[config.mk]
export PLATFORM = sky130hd
export DESIGN_NAME = sensor_link_tx
export DESIGN_NICKNAME = d
export VERILOG_FILES = /design/src/rtl/sensor_link_pkg.sv /design/src/rtl/sl_gap_timer.sv /design/src/rtl/sensor_link_tx.sv
export SDC_FILE = /design/constraint.sdc
export NUM_CORES = 1
export LEC_CHECK = 0
export CAP_MARGIN = 15
export CORE_ASPECT_RATIO = 1.1
export CORE_UTILIZATION = 55
export CTS_BUF_LIST = sky130_fd_sc_hd__clkbuf_8
export DETAILED_ROUTE_END_ITERATION = 8
export PLACE_DENSITY = 0.81
export SLEW_MARGIN = 20
export SYNTH_ARGS = -nofsm -noshare
export SYNTH_HDL_FRONTEND = slang
export SYNTH_HIERARCHICAL = 1
export SYNTH_SLANG_ARGS = --single-unit
[constraint.sdc]
create_clock -name clk -period 2.54 [get_ports clk]
set_input_delay 0.254 -clock clk [delete_from_list [all_inputs] [get_ports clk]]
set_output_delay 0.254 -clock clk [all_outputs]
set_load 0.05 [all_outputs]
[src/rtl/sensor_link_pkg.sv]
// Shared types and helpers for the byte-strobe sensor link (transmitter and receiver).
// SENSOR_LINK_CHKSUM_EN adds a third, checksum byte to every frame.
package sensor_link_pkg;

    localparam int SL_BYTE_W = 8;

`ifdef SENSOR_LINK_CHKSUM_EN
    localparam int SL_FRAME_LEN = 3;

    typedef enum logic [2:0] {
        SL_IDLE,
        SL_SEND0,
        SL_GAP,
        SL_SEND1,
        SL_SENDC,
        SL_TAIL
    } sl_state_t;
`else
    localparam int SL_FRAME_LEN = 2;

    typedef enum logic [2:0] {
        SL_IDLE,
        SL_SEND0,
        SL_GAP,
        SL_SEND1,
        SL_TAIL
    } sl_state_t;
`endif

    function automatic logic [SL_BYTE_W-1:0] sl_chk(input logic [SL_BYTE_W-1:0] a,
                                                    input logic [SL_BYTE_W-1:0] b);
        return a ^ b;
    endfunction

endpackage

[src/rtl/sl_gap_timer.sv]
// Loadable down-counter that saturates at zero; flags zero and the final counting cycle.
module sl_gap_timer #(
    parameter int WIDTH = 8
) (
    input  logic             clk,
    input  logic             rst_n,
    input  logic             load,
    input  logic [WIDTH-1:0] value,
    output logic             zero,
    output logic             last
);

    logic [WIDTH-1:0] count;

    always_ff @(posedge clk or negedge rst_n) begin
        if (!rst_n) begin
            count <= '0;
        end else if (load) begin
            count <= value;
        end else if (count != '0) begin
            count <= count - 1'b1;
        end
    end

    assign zero = (count == '0);
    assign last = (count == WIDTH'(1));

endmodule

[src/rtl/sensor_link_tx.sv]
// Sample-pair to strobed-byte frame transmitter with a one-frame holding buffer.
// SENSOR_LINK_CHKSUM_EN appends a rain^soil checksum strobe to every frame.
module sensor_link_tx
    import sensor_link_pkg::*;
#(
    parameter int GAP_CYCLES = 2
) (
    input  logic                 clk,
    input  logic                 rst_n,
    input  logic [SL_BYTE_W-1:0] rain,
    input  logic [SL_BYTE_W-1:0] soil,
    input  logic                 in_valid,
    output logic                 in_ready,
    output logic [SL_BYTE_W-1:0] data_bus,
    output logic                 ss,
    output logic                 busy,
    output logic                 frame_done
);

    localparam logic [7:0] GAP_LOAD = 8'(GAP_CYCLES);
    localparam bit         NO_GAP   = (GAP_CYCLES == 0);
    localparam int         WORK_W   = (SL_FRAME_LEN - 1) * SL_BYTE_W;

    sl_state_t                  state;
    logic [2*SL_BYTE_W-1:0]     hold;
    logic                       full;
    logic [WORK_W-1:0]          work;
    logic                       tmr_load;
    logic                       tmr_zero;
    logic                       tmr_last;
    logic                       tmr_done;
`ifdef SENSOR_LINK_CHKSUM_EN
    logic                       gap_to_c;
`endif

    assign in_ready = ~full;
    assign tmr_done = tmr_last | tmr_zero;

    // Every SEND state is followed by GAP or TAIL, so each one arms the timer.
    always_comb begin
        tmr_load = (state == SL_SEND0) || (state == SL_SEND1);
`ifdef SENSOR_LINK_CHKSUM_EN
        if (state == SL_SENDC) tmr_load = 1'b1;
`endif
    end

    sl_gap_timer #(.WIDTH(8)) u_gap_timer (
        .clk   (clk),
        .rst_n (rst_n),
        .load  (tmr_load),
        .value (GAP_LOAD),
        .zero  (tmr_zero),
        .last  (tmr_last)
    );

    // in_ready is low while full, so capture and drain never coincide.
    always_ff @(posedge clk or negedge rst_n) begin
        if (!rst_n) begin
            hold <= '0;
            full <= 1'b0;
        end else if (in_valid && !full) begin
            hold <= {rain, soil};
            full <= 1'b1;
        end else if (state == SL_IDLE && full) begin
            full <= 1'b0;
        end
    end

    always_ff @(posedge clk or negedge rst_n) begin
        if (!rst_n) begin
            state      <= SL_IDLE;
            work       <= '0;
            data_bus   <= '0;
            ss         <= 1'b0;
            busy       <= 1'b0;
            frame_done <= 1'b0;
`ifdef SENSOR_LINK_CHKSUM_EN
            gap_to_c   <= 1'b0;
`endif
        end else begin
            // NOTE: pulse outputs default low each cycle; only the states that strobe override them.
            ss         <= 1'b0;
            data_bus   <= '0;
            frame_done <= 1'b0;
            case (state)
                SL_IDLE: begin
                    if (full) begin
                        state    <= SL_SEND0;
                        busy     <= 1'b1;
                        ss       <= 1'b1;
                        data_bus <= hold[2*SL_BYTE_W-1 -: SL_BYTE_W];
`ifdef SENSOR_LINK_CHKSUM_EN
                        work     <= {hold[SL_BYTE_W-1:0],
                                     sl_chk(hold[2*SL_BYTE_W-1 -: SL_BYTE_W], hold[SL_BYTE_W-1:0])};
`else
                        work     <= hold[SL_BYTE_W-1:0];
`endif
                    end
                end
                SL_SEND0: begin
`ifdef SENSOR_LINK_CHKSUM_EN
                    gap_to_c <= 1'b0;
`endif
                    if (NO_GAP) begin
                        state    <= SL_SEND1;
                        ss       <= 1'b1;
                        data_bus <= work[WORK_W-1 -: SL_BYTE_W];
                    end else begin
                        state <= SL_GAP;
                    end
                end
                SL_GAP: begin
                    if (tmr_done) begin
                        ss <= 1'b1;
`ifdef SENSOR_LINK_CHKSUM_EN
                        if (gap_to_c) begin
                            state    <= SL_SENDC;
                            data_bus <= work[SL_BYTE_W-1:0];
                        end else
`endif
                        begin
                            state    <= SL_SEND1;
                            data_bus <= work[WORK_W-1 -: SL_BYTE_W];
                        end
                    end
                end
`ifdef SENSOR_LINK_CHKSUM_EN
                SL_SEND1: begin
                    gap_to_c <= 1'b1;
                    if (NO_GAP) begin
                        state    <= SL_SENDC;
                        ss       <= 1'b1;
                        data_bus <= work[SL_BYTE_W-1:0];
                    end else begin
                        state <= SL_GAP;
                    end
                end
                SL_SENDC: begin
`else
                SL_SEND1: begin
`endif
                    frame_done <= 1'b1;
                    if (NO_GAP) begin
                        state <= SL_IDLE;
                        busy  <= 1'b0;
                    end else begin
                        state <= SL_TAIL;
                    end
                end
                SL_TAIL: begin
                    if (tmr_done) begin
                        state <= SL_IDLE;
                        busy  <= 1'b0;
                    end
                end
                default: begin
                    state <= SL_IDLE;
                    busy  <= 1'b0;
                end
            endcase
        end
    end

endmodule

**Yosys cells after proc, flatten, opt, wreduce, memory -nomap -nowiden**

Index checks and enable logic that the tools add are counted.

- Add/sub/neg operators: 1
- Reductions and logical operators: 13
- Bitwise operators: 3
- Equality and inequality tests: 8
- Multiplexer cells: 18

Operators by type and width:

| kind | count |
|---|---|
| $mux 8 | 4 |
| $pmux 8 s2 | 1 |
| $pmux 3 s5 | 1 |
| $mux 3 | 3 |
| $eq 8x1->1 const B | 1 |
| $logic_not 8->1 | 1 |
| $reduce_bool 8->1 | 1 |
| $sub 8x1->8 const B | 1 |
| $mux 1 | 7 |
| $eq 3x2->1 const B | 2 |
| $ne 2x2->1 const B | 3 |
| $reduce_and 3->1 | 2 |
| $reduce_bool 2->1 | 2 |
| $eq 3x1->1 const B | 1 |
| $eq 3x3->1 const B | 1 |
| $logic_not 3->1 | 1 |
| $pmux 1 s3 | 1 |
| $reduce_or 3->1 | 1 |
| $logic_and 1x1->1 | 2 |
| $not 1->1 | 2 |
| $pmux 1 s2 | 1 |
| $reduce_and 2->1 | 1 |
| $logic_not 1->1 | 1 |
| $logic_or 1x1->1 | 1 |
| $or 1x1->1 | 1 |

- Output and inout bits: 12
- Logic and storage cells: 52
- Register bits: 47
- Input port bits: 19

**Logic depth before layout (Yosys ltp)**

Gate-level depths: netlist of run 1.

- Word-level depth: 4
- Gate-level depth with buffers: 7
- Gate-level depth less buffers: 6

**Cells and area by module**

The synthesis of run 1 kept the hierarchy.

By module, submodules not included:

| module | times used | area an instance (um^2) | cells each | seq. area each (um^2) |
|---|---|---|---|---|
| sensor_link_tx | 1 | 1505.2 | 96 | 975.9 |
| sl_gap_timer | 1 | 510.5 | 58 | 200.2 |

**Worst setup path after synthesis of run 1**

Ideal clock, no wire load.

- Kind: reg-to-reg
- Start: reg u_gap_timer.count[0]
- End: reg data_bus[0]
- Period minus slack after synthesis: 1.915 ns
- Library setup time: 0.068 ns
- Arrival time: 1.847 ns
- Data required time: 2.472 ns
- Path slack: 0.625 ns
- Stages on the path, launching flop included: 8
- Buffers on the path: 1
- Cells stage by stage: dfrtp_1 -> inv_1 -> ha_1 -> or4b_4 -> nor2_1 -> or2_2 -> clkbuf_1 -> a32o_1

- Longest elaborated chain between the ends: 4
- Elaborated cells on any way between the ends: 5
- Those cells by class: eq/ne (1); mux (2); bitwise (1); reduce/logical (1)

RTL lines:

| item | line | text |
|---|---|---|
| from (decl) | sl_gap_timer.sv:13 | `logic [WIDTH-1:0] count;` |
| from (signal assigned) | sl_gap_timer.sv:19 | `count <= value;` |
| from (signal assigned) | sl_gap_timer.sv:21 | `count <= count - 1'b1;` |
| $logic_not 8->1 | sl_gap_timer.sv:25 | `assign zero = (count == '0);` |
| net tmr_zero | sensor_link_tx.sv:29 | `logic tmr_zero;` |
| $or 1x1->1 | sensor_link_tx.sv:37 | `assign tmr_done = tmr_last \| tmr_zero;` |
| $mux 8 | sensor_link_tx.sv:113 | `if (tmr_done) begin` |
| $pmux 8 s2 | sensor_link_tx.sv:85 | `case (state)` |
| to (signal assigned) | sensor_link_tx.sv:91 | `data_bus <= hold[2*SL_BYTE_W-1 -: SL_BYTE_W];` |
| to (signal assigned) | sensor_link_tx.sv:107 | `data_bus <= work[WORK_W-1 -: SL_BYTE_W];` |
| to (signal assigned) | sensor_link_tx.sv:123 | `data_bus <= work[WORK_W-1 -: SL_BYTE_W];` |
| to (decl) | sensor_link_tx.sv:14 | `output logic [SL_BYTE_W-1:0] data_bus,` |

The timed path passes the listed nets, and every way through them passes these cells.
A chain may end at the register's enable or synchronous reset.

**Worst setup path after layout of run 1**

- Start: reg u_gap_timer.count[0]
- End: reg u_gap_timer.count[6]

- Longest elaborated chain between the ends: 3
- Elaborated cells on any way between the ends: 5
- Those cells by class: add/sub (1); mux (2); reduce/logical (2)

RTL lines:

| item | line | text |
|---|---|---|
| $sub 8x1->8 | sl_gap_timer.sv:21 |  |
| $mux 8 | sl_gap_timer.sv:20 | `end else if (count != '0) begin` |
| $mux 8 | sl_gap_timer.sv:18 | `end else if (load) begin` |

Several ways; a longest one is shown, not always the timed one. The select of a mux whose other input is x is not followed.

==> reports/metrics.yaml, run 1 <==
outcome:
  status: "finished clean"
setup_path:
  end_kind: "register"
  worst-setup-path-type: "register to register"
  critPathArrivalTime_ps: 2200
  cpPeakStageDelay_ps: 510
  worstSetupPathDepth: 5
  path_buf_inv: 1
  crit_path_top_delay_cell: "or4b_4"
  required_ps: 2760
  r2r_cells: 5
  cp_max_fo: 6
  crit_path_start_kind: "register"
  critPathTopFamily: "simple AND/OR/NAND/NOR gates"
  path_cells: "inv_1 > ha_1 > or4b_4 > or4b_1 > a31oi_1"
route:
  ant_nets: 0
  dr_total_vias: 1341
  wl_per_cell_um: 15.0
  drc_errors: 0
  wl_um: 3660
  first_pass_iters: 4
  drt-vias-per-instance: 5.50
  drt_iter0_drc: 51
synth:
  synth_area_mm2: 0.00202
  async_reset_ff_share_pct: 100
  ys_types: 41
  synthFlopType: "dfrtp_1"
  ys_top_cells_by_area: "dfrtp_1 (58%), mux2_2 (13%), a32o_1 (4.0%)"
  yosys.area.top_type_share_pct: 58.3
  seq_area_frac_synth_pct: 58.3
  ys_warn_count: 6
  synth.top_cells.by_count: "dfrtp_1 (47), mux2_2 (24), nor2_1 (11)"
  ys_ff_latch: 47
  avgSynthCellArea_um2: 13.1
  yosysMostFrequentCell: "dfrtp_1"
  synth_edf_count: 0
  synth_cells: 154
  yosysTopAreaCell: "dfrtp_1"
timing:
  fin_crit_ps: 1970
  slew_headroom_pct: 54.5
  drv_slew: 0
  fin_crit_sh_pct: 77.7
  skew_ps: 5.81
  setup-violations-final: 0
  rsz0062_at_grt: "false"
  setup_ws_ps: 566
  setup_tns_ps: 0
  fmax_ghz: 0.507
  final_hold_viol_count: 0
  tightest_slew_ps: 680
clock_network:
  path_clk_slew_ps: 90
  ctsLongestPathBuffers: 2
  numCtsBuffers: 5
  post_cts_resized: 0
  cts_tree: "built"
  htreeDepth: 2
  clkLatencyLatePin_ps: 300
  post_cts_buffers: 0
  root_buffer: "clkbuf_8"
  clkSinkCount: 47
die:
  coreArea_mm2: 0.00341
  rows: 22
  die_w_um: 59.7
  num_io_pins: 31
  initial_core_util_pct: 59.1
  dieArea_mm2: 0.00391
  fp.dieH_um: 65.5
global_route:
  grt_pass1_wl_um: 6100
  grt_most_used_layer: "met2"
  grt_start_max_net_pins: 48
  antenna_found_initial: 0
  grt_use_total_pct: 21.4
  grt_use_met2_pct: 35.7
  grt_pass1_vias: 1341
  use_met3_pct: 4.72
  grt_overflow: 0
  grtUsageMet1_pct: 27.4
cells_and_area:
  fillers: 260
  multi_input_area_um2: 807
  area_growth_pct: 24.7
  seq_area_mm2: 0.00118
  diodes: 0
  final_net_count: 216
  drive_gt1_share_pct: 23.0
placement:
  place.gp.congestion: 0.874
  io_buffer_count: 30
  dp_hpwl_um: 2490
  pre_cts_ws_ps: 574
min_path:
  hold_path.class: "primary input to asynchronous set/reset pin"
pwr:
  p_per_area_mw_per_mm2: 1340
  p_leak_nw: 1.08
  vdd_drop_max_mv: 0.637
flow_run:
  maxCapViolations: 0
routing by layer:
layer  vias to the layer above  routed length (um)  part of all wire (%)
li1                        641                   -                     -
met1                       661                1550                    42
met2                        33                1940                    53
met3                         6                 139                   3.8
met4                         0                  29                  0.79
met5                         -                   0                     0
flip-flops by register name, summed over array words and instances, names as in the netlist:
signal             cells
state                  3
hold                  16
full                   1
work                   8
data_bus               8
busy                   1
ss                     1
u_gap_timer/count      8
frame_done             1
timing repair:
item                                    in CTS  in global routing
endpoints found under the hold margin        0                  3
hold buffers                                 0                  1
endpoints found under the setup margin       0                  0
per-stage QoR:
step	util [%]	power, W	cell area [um2]	instances	hold WS, ps
after CTS	73.3	0.00338	2500	243	163
after floorplan	-	0.00239	2040	160	-41.6
final	73.6	0.00336	2510	244	492
after global placement	69.7	0.00271	2380	235	458
after detailed placement	69.7	0.00279	2380	235	483
after global routing	73.6	0.00358	2510	244	527
cell usage in the layout, fill, tap and decap left out, types with 2 or more instances in the layout:
master,instances
inv_1,5
o31ai_1,4
conb_1,8
nand2_1,5
dfrtp_1,47
xnor2_1,2
clkbuf_8,6
a21o_2,2
nor2b_1,3
a21oi_1,3
nor3_1,4
ha_1,2
nand2b_1,2
nor2_1,11
mux2_2,24
a32o_1,8
buf_4,4
o21ai_0,2
a31oi_1,2
clkdlybuf4s50_1,29
final timing paths:
path	start	endpoint	slack (ps)
min reg2reg	hold[13]$_DFFE_PN0P_	data_bus[5]$_DFF_PN0_	500
max	u_gap_timer/count[0]$_DFFE_PN0P_	u_gap_timer/count[6]$_DFFE_PN0P_	570
min in group clk	hold[13]$_DFFE_PN0P_	data_bus[5]$_DFF_PN0_	500
min	rst_n	full$_DFFE_PN0P_	490
max in group asynchronous	rst_n	data_bus[6]$_DFF_PN0_	1660
max reg2reg	u_gap_timer/count[0]$_DFFE_PN0P_	u_gap_timer/count[6]$_DFFE_PN0P_	570
power breakdown:
part           internal, W  switching (W)  total (W)
Combinational     0.000663       0.000741    0.00140
Clock             0.000324       0.000255   0.000579
Sequential         0.00111       0.000260    0.00137
Total              0.00210        0.00126    0.00336
area by class of cell:
cell class	count	area share [%]
multi-input cells	102	32.1
clock inverters	2	1.54
repair buffers	34	13.1
well taps	48	2.39
clock buffers	6	3.29
inverters	5	0.747
flip-flops and latches	47	46.8
cell families (layout without fill, tap and decap cells):
| kind of cell | count (synthesis) | in the layout | synth area share (%) |
|---|---|---|---|
| flip-flops | 47 | 47 | 58.3 |
| AND/OR/NAND/NOR | 39 | 39 | 12.3 |
| AO/OA/AOI/OAI | 27 | 27 | 10.7 |
| other | 2 | 8 | 0.373 |
| multiplexers | 24 | 24 | 13.4 |
| XOR/XNOR | 2 | 2 | 0.869 |
| adder cells (fa/ha/maj) | 2 | 2 | 1.24 |
| buffers and inverters | 11 | 47 | 2.73 |
(Power assumes the default switching activity.)
==> run 2, diff against run 1 <==
--- a/config.mk
+++ b/config.mk
@@ -7,10 +7,10 @@
 export LEC_CHECK = 0
 export CAP_MARGIN = 15
 export CORE_ASPECT_RATIO = 1.1
-export CORE_UTILIZATION = 55
+export CORE_UTILIZATION = 50
 export CTS_BUF_LIST = sky130_fd_sc_hd__clkbuf_8
 export DETAILED_ROUTE_END_ITERATION = 8
-export PLACE_DENSITY = 0.81
+export PLACE_DENSITY = 0.78
 export SLEW_MARGIN = 20
 export SYNTH_ARGS = -nofsm -noshare
 export SYNTH_HDL_FRONTEND = slang
==> constraint.sdc (replaced) <==
create_clock -name clk -period 1.7 [get_ports clk]
set_input_delay 0.17 -clock clk [delete_from_list [all_inputs] [get_ports clk]]
set_output_delay 0.17 -clock clk [all_outputs]
set_load 0.05 [all_outputs]
==> run 2 against run 1 <==
Fmax up 7.6%. Wire length grew 20%. Worst setup slack got worse by 700 ps. The flow now finishes with violations (setup timing). Critical path depth stayed put. Sequential cell count did not move. Sequential share of layout area shrank 3.3 points. First-iteration DRC count increased by 9.8%. Count of clock-buffer cells in the layout unchanged. Combinational power is 87% higher. Clock power up 19%. Final area is 7.7% higher.
==> reports/metrics.yaml, run 2 (synthesized netlist as in run 1, its figures left out) <==
outcome:
  status: "finished with violations"  # was finished clean
  violations: "setup timing"
clock_network:
  root_buffer: "clkbuf_8"  # unchanged
  cts_tree: "built"  # unchanged
  ctsLongestPathBuffers: 2  # unchanged
  clkSinkCount: 47  # unchanged
  clkLatencyLatePin_ps: 300  # about the same
  numCtsBuffers: 5  # unchanged
  htreeDepth: 2  # unchanged
  path_clk_slew_ps: 90  # about the same
global_route:
  grt_use_total_pct: 22.3  # was 21.4%
  grt_pass1_vias: 1533  # was 1341
  grt_overflow: 0  # unchanged
  grt_start_max_net_pins: 28  # was 48
  grt_pass1_wl_um: 7090  # was 6100 um
  antenna_found_initial: 0  # unchanged
route:
  first_pass_iters: 4  # unchanged
  ant_nets: 0  # unchanged
  drc_errors: 0  # unchanged
  highest_layer: "met4"  # unchanged
  wl_met2_um: 2420  # was 1940 um
  drt-vias-per-instance: 5.44  # was 5.50
  drt_iter0_drc: 56  # was 51
  drt-met1-wl_um: 1700  # was 1550 um
  dr_total_vias: 1459  # was 1341
  dr_wl_met3_um: 179  # was 139 um
  wl_per_cell_um: 16.4  # was 15.0 um
  wl_um: 4400  # was 3660 um
timing:
  fmax_ghz: 0.545  # was 0.507 GHz
  fin_crit_sh_pct: 108  # was 77.7%
  tightest_slew_ps: 561  # was 680 ps
  drv_slew: 0  # unchanged
  final_hold_viol_count: 0  # unchanged
  slew_headroom_pct: 62.6  # was 54.5%
  fin_crit_ps: 1830  # was 1970 ps
  rsz0062_at_grt: "true"  # was false
  setup_ws_ps: -135  # was 566 ps
  setup-violations-final: 13  # was 0
  skew_ps: 5.24  # was 5.81 ps
setup_path:
  end_kind: "register"  # unchanged
  crit_path_start_kind: "register"  # unchanged
  critPathLaunch: "u_gap_timer/count[0]$_DFFE_PN0P_"  # unchanged
  cp_max_fo: 3  # was 6
  worst-setup-path-type: "register to register"  # unchanged
  r2r_start: "u_gap_timer/count[0]$_DFFE_PN0P_"  # unchanged
  critPathArrivalTime_ps: 2050  # was 2200 ps
  required_ps: 1910  # was 2760 ps
die:
  num_io_pins: 31  # unchanged
  rows: 23  # was 22
  dieArea_mm2: 0.00429  # was 0.00391 mm2
  coreArea_mm2: 0.00374  # was 0.00341 mm2
  initial_core_util_pct: 53.9  # was 59.1%
  fp.dieH_um: 68.6  # was 65.5 um
  die_w_um: 62.5  # was 59.7 um
cells_and_area:
  seq_area_mm2: 0.00118  # unchanged
  largest_reg_flops: 16  # unchanged
  final_common_cell: "dfrtp_1"  # unchanged
  fin_cells: 268  # was 244
  fillers: 266  # was 260
  multi_input_area_um2: 853  # was 807 um2
  area_growth_pct: 34.3  # was 24.7%
  regMostFlops: "hold"  # unchanged
  drive_gt1_share_pct: 34.4  # was 23.0%
  final_area_mm2: 0.00271  # was 0.00251 mm2
  diodes: 0  # unchanged
  layout_common_cells: "dfrtp_1 (47), clkdlybuf4s50_1 (27), buf_4 (26), mux2_2 (24), nor2_1 (11)"  # was dfrtp_1 (47), clkdlybuf4s50_1 (29), mux2_2 (24), nor2_1 (11)
  final_net_count: 238  # was 216
placement:
  io_buffer_count: 30  # unchanged
  dp.cells: 255  # was 235
  dp_hpwl_um: 3160  # was 2490 um
  dpl_cell_area_mm2: 0.00253  # was 0.00238 mm2
  place.gp.congestion: 0.881  # was 0.874
pwr:
  power_w: 0.00533  # was 0.00336 W
  p_leak_nw: 1.19  # was 1.08 nW
  vdd_drop_max_mv: 0.912  # was 0.637 mV
  p_per_area_mw_per_mm2: 1970  # was 1340 mW/mm2
min_path:
  hold_path.class: "primary input to asynchronous set/reset pin"  # unchanged
flow_run:
  maxCapViolations: 0  # unchanged
## run 2: cell count changes in the layout (fill, tap and decap cells not counted), sizes merged
cell | previous run | this run
clkinv | 0 | 1
buf | 4 | 28
clkdlybuf4s50 | 29 | 27
bufinv | 1 | 0
## run 2: timing repair
action	CTS	global route
buffers inserted	3	1
pin swaps	2	4
endpoints found under the setup margin	14	17
cloned	0	0
gates resized for setup	6	4
hold buffers	1	0
hold endpoints to repair	25	0
## run 2: per-stage QoR
| stage | worst slack (ps) | utilization, % | hold WS [ps] | setup TNS, ps |
|---|---|---|---|---|
| 2_1_floorplan | -123 | - | -126 | -1050 |
| 3_3_place_gp | -72.8 | 67.6 | 176 | -541 |
| 3_5_place_dp | -180 | 67.6 | 195 | -1440 |
| 4_1_cts | -147 | 71.6 | 407 | -374 |
| 5_1_grt | -183 | 72.3 | 432 | -1600 |
| 6_report | -135 | 72.3 | 384 | -628 |
## run 2: path summary, 6_finish.rpt
check                                                   end  slack [ps]  cells past startpoint
min                                     work[2]$_DFFE_PN0P_         380                      2
max in group asynchronous  u_gap_timer/count[4]$_DFFE_PN0P_         700                      3
min reg2reg                           data_bus[4]$_DFF_PN0_         500                      1
max                        u_gap_timer/count[6]$_DFFE_PN0P_        -130                      5
min in group clk                           full$_DFFE_PN0P_         470                      3
max reg2reg                u_gap_timer/count[6]$_DFFE_PN0P_        -130                      5
## run 2: layer usage
metal / GRT usage, % / vias up
met5: 0 / -
met4: 9.59 / 0
met3: 5.26 / 9
met2: 42.3 / 42
met1: 24.2 / 728
li1: - / 680
## run 2: layout make-up
type	instances	area share, %
Clock buffer	6	3.05
Clock inverter	2	0.462
Timing Repair Buffer	56	18.5
Tap cell	50	2.31
Inverter	5	0.693
Multi-Input combinational cell	102	31.5
Sequential cell	47	43.5
## run 2: worst max-delay path: stages (launching register included)
cell	delay, ps
dfrtp_1	390
inv_2	90
ha_4	140
or4b_4	460
or4b_1	510
a31oi_1	160
## run 2: power by group
part | internal (W) | switching (W) | leakage [nW] | total (W)
clock | 0.000327 | 0.000362 | 0.0526 | 0.000689
sequential | 0.00166 | 0.000362 | 0.571 | 0.00203
combinational | 0.00129 | 0.00133 | 0.563 | 0.00262
total | 0.00328 | 0.00205 | 1.19 | 0.00533
